===== src/rtl/lab_bist_ctrl.sv =====
// Self-test sequencer for the 3-input lab datapath: sweeps {a,b,c} through all
// eight vectors, samples x/y after a settle delay and reports per-vector results.
module lab_bist_ctrl #(
    parameter int unsigned SETTLE_CYCLES = 2,
    parameter logic [7:0]  EXP_X         = 8'h96,
    parameter logic [7:0]  EXP_Y         = 8'hE8
) (
    input  logic       clk,
    input  logic       reset,
    input  logic       start,
    input  logic       x,
    input  logic       y,
    output logic       a,
    output logic       b,
    output logic       c,
    output logic       busy,
    output logic       done,
    output logic       pass,
    output logic [3:0] fail_count,
    output logic [7:0] mismatch_mask,
    output logic [7:0] result_x,
    output logic [7:0] result_y
);

    typedef enum logic [1:0] {
        ST_IDLE   = 2'd0,
        ST_SETTLE = 2'd1,
        ST_SAMPLE = 2'd2,
        ST_DONE   = 2'd3
    } state_t;

    // With no settle time the SETTLE state is bypassed entirely.
    localparam bit         SKIP_SETTLE = (SETTLE_CYCLES == 32'd0);
    localparam logic [3:0] SETTLE_LAST = SKIP_SETTLE ? 4'd0 : 4'(SETTLE_CYCLES - 32'd1);

    function automatic logic vec_mismatch(input logic [2:0] i, input logic xs, input logic ys);
        return (xs != EXP_X[i]) || (ys != EXP_Y[i]);
    endfunction

    state_t     state_r, state_s;
    logic [2:0] idx_r, idx_s;
    logic [3:0] cnt_r, cnt_s;
    logic [2:0] vec_r, vec_s;
    logic [7:0] rx_r, rx_s;
    logic [7:0] ry_r, ry_s;
    logic [7:0] mask_r, mask_s;
    logic [3:0] fc_r, fc_s;
    logic       pass_r, pass_s;
    logic       busy_r, busy_s;
    logic       done_r, done_s;

    // Next-state and next-value logic for the sweep sequencer.
    always_comb begin
        state_s = state_r;
        idx_s   = idx_r;
        cnt_s   = cnt_r;
        vec_s   = vec_r;
        rx_s    = rx_r;
        ry_s    = ry_r;
        mask_s  = mask_r;
        fc_s    = fc_r;
        pass_s  = pass_r;
        case (state_r)
            ST_IDLE: begin
                vec_s = 3'd0;
                if (start) begin
                    idx_s   = 3'd0;
                    cnt_s   = 4'd0;
                    rx_s    = 8'h00;
                    ry_s    = 8'h00;
                    mask_s  = 8'h00;
                    fc_s    = 4'd0;
                    pass_s  = 1'b0;
                    state_s = SKIP_SETTLE ? ST_SAMPLE : ST_SETTLE;
                end else begin
                    state_s = ST_IDLE;
                end
            end
            ST_SETTLE: begin
                cnt_s = cnt_r + 4'd1;
                if (cnt_r == SETTLE_LAST) begin
                    state_s = ST_SAMPLE;
                end else begin
                    state_s = ST_SETTLE;
                end
            end
            ST_SAMPLE: begin
                rx_s[idx_r] = x;
                ry_s[idx_r] = y;
                if (vec_mismatch(idx_r, x, y)) begin
                    mask_s[idx_r] = 1'b1;
                    fc_s = (fc_r < 4'd8) ? fc_r + 4'd1 : fc_r;
                end else begin
                    fc_s = fc_r;
                end
                if (idx_r == 3'd7) begin
                    state_s = ST_DONE;
                end else begin
                    idx_s   = idx_r + 3'd1;
                    vec_s   = idx_r + 3'd1;
                    cnt_s   = 4'd0;
                    state_s = SKIP_SETTLE ? ST_SAMPLE : ST_SETTLE;
                end
            end
            ST_DONE: begin
                // fc_r already includes vector 7, captured on the way into DONE.
                pass_s  = (fc_r == 4'd0);
                vec_s   = 3'd0;
                state_s = ST_IDLE;
            end
            default: begin
                vec_s   = 3'd0;
                state_s = ST_IDLE;
            end
        endcase
        busy_s = (state_s != ST_IDLE);
        done_s = (state_s == ST_DONE);
    end

    // State and result registers with synchronous reset.
    always_ff @(posedge clk) begin
        if (reset) begin
            state_r <= ST_IDLE;
            idx_r   <= 3'd0;
            cnt_r   <= 4'd0;
            vec_r   <= 3'd0;
            rx_r    <= 8'h00;
            ry_r    <= 8'h00;
            mask_r  <= 8'h00;
            fc_r    <= 4'd0;
            pass_r  <= 1'b0;
            busy_r  <= 1'b0;
            done_r  <= 1'b0;
        end else begin
            state_r <= state_s;
            idx_r   <= idx_s;
            cnt_r   <= cnt_s;
            vec_r   <= vec_s;
            rx_r    <= rx_s;
            ry_r    <= ry_s;
            mask_r  <= mask_s;
            fc_r    <= fc_s;
            pass_r  <= pass_s;
            busy_r  <= busy_s;
            done_r  <= done_s;
        end
    end

    assign a             = vec_r[2];
    assign b             = vec_r[1];
    assign c             = vec_r[0];
    assign busy          = busy_r;
    assign done          = done_r;
    assign pass          = pass_r;
    assign fail_count    = fc_r;
    assign mismatch_mask = mask_r;
    assign result_x      = rx_r;
    assign result_y      = ry_r;

endmodule

===== config.mk =====
export PLATFORM = sky130hd
export DESIGN_NAME = lab_bist_ctrl
export DESIGN_NICKNAME = d
export VERILOG_FILES = /design/src/rtl/lab_bist_ctrl.sv
export SDC_FILE = /design/constraint.sdc
export NUM_CORES = 1
export LEC_CHECK = 0
export CAP_MARGIN = 0
export CORE_ASPECT_RATIO = 1.75
export CORE_MARGIN = 2
export CORE_UTILIZATION = 45
export CTS_CLUSTER_SIZE = 8
export DETAILED_ROUTE_END_ITERATION = 8
export GPL_ROUTABILITY_DRIVEN = 0
export HOLD_SLACK_MARGIN = 0.15
export PLACE_DENSITY = 0.74
export SYNTH_ARGS = -nofsm -noshare
export SYNTH_HDL_FRONTEND = slang
export SYNTH_SLANG_ARGS = --single-unit

===== constraint.sdc =====
create_clock -name clk -period 4.8 [get_ports clk]
set_clock_uncertainty 0.2 [all_clocks]
set_input_delay 0.96 -clock clk [delete_from_list [all_inputs] [get_ports clk]]
set_output_delay 0.96 -clock clk [all_outputs]
set_load 0.02 [all_outputs]

==> impl_metrics.env <==
export IMPL_max_slew_worst_pin_slew_ps=689
export IMPL_timing_setup_critical_path_class="in -> reg"
export IMPL_cts_clk_slew_worst_paths_ps=80
export IMPL_num_nets_final=304
export IMPL_ioPinCount=39
export IMPL_synthesis_area_um2=2250
export IMPL_ff2ff_path_depth=8
export IMPL_ys_ff_latch=45
export IMPL_total_of_hold_buffers_inserted_after_clock_tree_synthesis=0
export IMPL_min_period_over_period_pct=62.1
export IMPL_detailroute_via_count=1878
export IMPL_setup_viol_count_final=0
export IMPL_drc_viols=0
export IMPL_post_cts_buffers=0
export IMPL_globalRoute_totalOverflow=0
export IMPL_yosysTopAreaCellShare_pct=40.0
export IMPL_cts_made_buffers=5
export IMPL_p_total_mw=0.741
export IMPL_finalHoldViolCount=0
export IMPL_tritoncts="yes"
export IMPL_setup_worst_path_end_class="flop"
export IMPL_whs_ps=264
export IMPL_postRouteWirelength_um=4970
export IMPL_maxCapViolCount=0
export IMPL_min_path_cells=2
export IMPL_cts_htree_levels=2
export IMPL_yosysWarnings=0
export IMPL_gr_usage_all_layers_pct=18.7
export IMPL_origin_of_the_critical_flop_to_flop_path="state_r[0]$_SDFF_PP0_"
export IMPL_synth_largest_area_cell="sky130_fd_sc_hd__dfxtp_1"
export IMPL_initial_utilization_pct=46.1
export IMPL_fmax_mhz=335
export IMPL_min_from="pass$_SDFFE_PP0P_"
export IMPL_regToRegSetupSlack_ps=1970
export IMPL_worst_hold_path_endpoint="pass$_SDFFE_PP0P_"
export IMPL_worst_setup_path_start_kind="primary input"
export IMPL_final_max_slew_violation_count=0
export IMPL_min_tclk_post_route_ps=2980
export IMPL_antenna_fix_cells=0
export IMPL_cp_data_required_time_ps=4780
export IMPL_cts_root_buf="sky130_fd_sc_hd__clkbuf_8"
export IMPL_design_core_area_um2=4890
export IMPL_asyncSetResetFlopFracSynth_pct=0
export IMPL_port_buffer_count=38
export IMPL_via_count_of_the_first_global_routing_pass=1862
export IMPL_synth_top_flop_cell="sky130_fd_sc_hd__dfxtp_1"
export IMPL_synth_edff_count=0
export IMPL_final_antenna_net_count=0
export IMPL_number_of_unique_standard_cell_types_used_by_synthesis=48
export IMPL_power_density_nw_per_um2=269
export IMPL_antenna_found_initial=0
export IMPL_setup_tns_ps=0
export IMPL_cp_data_arrival_time_ps=2960
export IMPL_die_x_um=57.5
export IMPL_numClockSinks=45
export IMPL_cts_path_max_buffers=2
export IMPL_final_fill_count=444
export IMPL_result_of_the_run="complete, no violations"
export IMPL_detail_route_first_pass_iterations=4
export IMPL_design_die_area_um2=5610
export IMPL_areaGrowthSynthToFinish_pct=22.4
export IMPL_hp_class="reg -> reg"
export IMPL_relSlewSlack_pct=54.1
export IMPL_irDropWorstVdd_mv=0.223
export IMPL_setup_repair_after_global_routing_missed_its_margin="false"
export IMPL_syn_inst=251
export IMPL_vias_per_cell=5.54
export IMPL_placement_row_count=34
export IMPL_leakage_nw=1.02
export IMPL_cts_resized_gates=0
export IMPL_drive_above_1_share_pct=6.32
export IMPL_part_of_the_yosys_area_used_for_sequential_elements_pct=40.0
export IMPL_clkLatencyLatePin_ps=300
export IMPL_syn_avg_cell_area_um2=8.98
export IMPL_fp_dieH_um=97.6
export IMPL_drt_initial_drc_count=72
export IMPL_grt_pass1_wl_um=8340
export IMPL_synth_area_top_cells="sky130_fd_sc_hd__dfxtp_1 (40%), sky130_fd_sc_hd__ha_1 (8.3%), sky130_fd_sc_hd__a22oi_1 (5.3%)"
export IMPL_dr_wl_cell_um=14.7
export IMPL_dpl_hpwl_um=3540
export IMPL_syn_nets=271
export IMPL_crit_path_max_fanout=9
export IMPL_grt_start_max_net_pins=39
[cells in the final DEF, fill, tap and decap left out, types with 2 or more instances in the layout]
cell type,synthesis,final
sky130_fd_sc_hd__dfxtp_1,45,45
sky130_fd_sc_hd__clkdlybuf4s50_1,0,38
sky130_fd_sc_hd__nor2_1,32,32
sky130_fd_sc_hd__inv_1,16,16
sky130_fd_sc_hd__a22oi_1,16,16
sky130_fd_sc_hd__o21ai_0,15,15
sky130_fd_sc_hd__ha_1,15,15
sky130_fd_sc_hd__nand2_1,9,9
sky130_fd_sc_hd__a21oi_1,9,9
sky130_fd_sc_hd__o21a_1,8,8
sky130_fd_sc_hd__nand3_1,7,7
sky130_fd_sc_hd__nand2b_1,6,6
sky130_fd_sc_hd__nand3b_1,6,6
sky130_fd_sc_hd__clkbuf_8,0,6
sky130_fd_sc_hd__mux2i_1,5,5
sky130_fd_sc_hd__nor3b_1,4,4
sky130_fd_sc_hd__nor3_1,4,4
sky130_fd_sc_hd__and3_1,4,4
sky130_fd_sc_hd__nor2b_1,3,3
sky130_fd_sc_hd__xor2_1,2,2
sky130_fd_sc_hd__a21boi_0,2,2
sky130_fd_sc_hd__and2_1,2,2
sky130_fd_sc_hd__a211o_1,2,2
sky130_fd_sc_hd__nand4_1,2,2
sky130_fd_sc_hd__and3b_1,2,2
[sequential cells by signal, indices dropped and copies added, names as in the netlist, named ones only]
signal,cells
idx_r,3
pass,1
state_r,2
result_y,8
cnt_r,4
busy,1
vec_r,3
fail_count,4
done,1
result_x,8
mismatch_mask,8
[power by group]
group	switching (mW)	internal [mW]	total [mW]	leakage (nW)
sequential	0.00288	0.376	0.379	0.363
combinational	0.0385	0.0256	0.0641	0.598
clock	0.129	0.169	0.298	0.0574
total	0.170	0.571	0.741	1.02
[how the worst max path moves through the flow]
stage          startpoint   end  slack, ps  cells past startpoint
2_1_floorplan       start  flop       2350                      7
3_3_place_gp        start  flop       1570                      7
3_5_place_dp        start  flop       1520                      7
4_1_cts             start  flop       1830                      7
5_1_grt             start  flop       1750                      7
6_report            start  flop       1820                      7
[cells in the mapped netlist, types with 2 or more instances]
| master | number |
|---|---|
| sky130_fd_sc_hd__o21a_1 | 8 |
| sky130_fd_sc_hd__buf_2 | 5 |
| sky130_fd_sc_hd__o21ai_0 | 15 |
| sky130_fd_sc_hd__clkbuf_1 | 6 |
| sky130_fd_sc_hd__a21oi_1 | 9 |
| sky130_fd_sc_hd__nand3b_1 | 6 |
| sky130_fd_sc_hd__mux2i_1 | 5 |
| sky130_fd_sc_hd__xor2_1 | 2 |
| sky130_fd_sc_hd__and3_1 | 4 |
| sky130_fd_sc_hd__nand2_1 | 9 |
| sky130_fd_sc_hd__nor2_1 | 32 |
| sky130_fd_sc_hd__a211o_1 | 2 |
| sky130_fd_sc_hd__nand4_1 | 2 |
| sky130_fd_sc_hd__inv_1 | 16 |
| sky130_fd_sc_hd__and3b_1 | 2 |
| sky130_fd_sc_hd__dfxtp_1 | 45 |
| sky130_fd_sc_hd__nor3_1 | 4 |
| sky130_fd_sc_hd__buf_6 | 2 |
| sky130_fd_sc_hd__and2_1 | 2 |
| sky130_fd_sc_hd__nor3b_1 | 4 |
| sky130_fd_sc_hd__ha_1 | 15 |
| sky130_fd_sc_hd__nor2b_1 | 3 |
| sky130_fd_sc_hd__a21boi_0 | 2 |
| sky130_fd_sc_hd__a22oi_1 | 16 |
| sky130_fd_sc_hd__nand3_1 | 7 |
| sky130_fd_sc_hd__nand2b_1 | 6 |
[cells by family after synthesis]
kind of cell | Yosys count | synth area share (%)
DFF | 45 | 40.0
buffers and inverters | 29 | 5.77
adders and majority gates | 15 | 8.32
AOI/OAI and AO/OA | 67 | 21.9
and+or+nand+nor | 85 | 19.5
xor gates and xnor gates | 3 | 1.17
muxes | 7 | 3.38
[through the flow]
| step | std cells | worst slack (ps) | instance area [um^2] | utilization, % |
|---|---|---|---|---|
| final | 339 | 1820 | 2760 | 56.4 |
| after CTS | 339 | 1830 | 2760 | 56.4 |
| after global placement | 331 | 1570 | 2640 | 54.0 |
| after floorplan | 251 | 2350 | 2250 | - |
| after global routing | 339 | 1750 | 2760 | 56.4 |
| after detailed placement | 331 | 1520 | 2640 | 54.0 |
[layer usage]
| layer | share of wire, % | global-route usage, % | up-vias |
|---|---|---|---|
| met5 | 0 | 0 | - |
| li1 | - | - | 945 |
| met3 | 2.2 | 3.20 | 9 |
| met1 | 41 | 20.6 | 889 |
| met4 | 2.6 | 7.69 | 0 |
| met2 | 54 | 33.7 | 35 |
[final cells by class]
class	instances	area [um^2]	share of cell area, %
multi-input cells	177	1220	44.3
flip-flops and latches	45	901	32.6
repair buffers	39	388	14.1
clock buffers	6	82.6	2.99
well taps	54	67.6	2.45
inverters	16	60.1	2.18
clock inverters	2	37.5	1.36
[worst max-delay path, cell delays in order]
cell,delay (ps)
sky130_fd_sc_hd__clkdlybuf4s50_1,600
sky130_fd_sc_hd__nand2b_1,330
sky130_fd_sc_hd__o211ai_1,170
sky130_fd_sc_hd__mux2i_1,180
sky130_fd_sc_hd__or2_2,320
sky130_fd_sc_hd__ha_1,280
sky130_fd_sc_hd__xnor2_1,120
(Power assumes the default switching activity.)
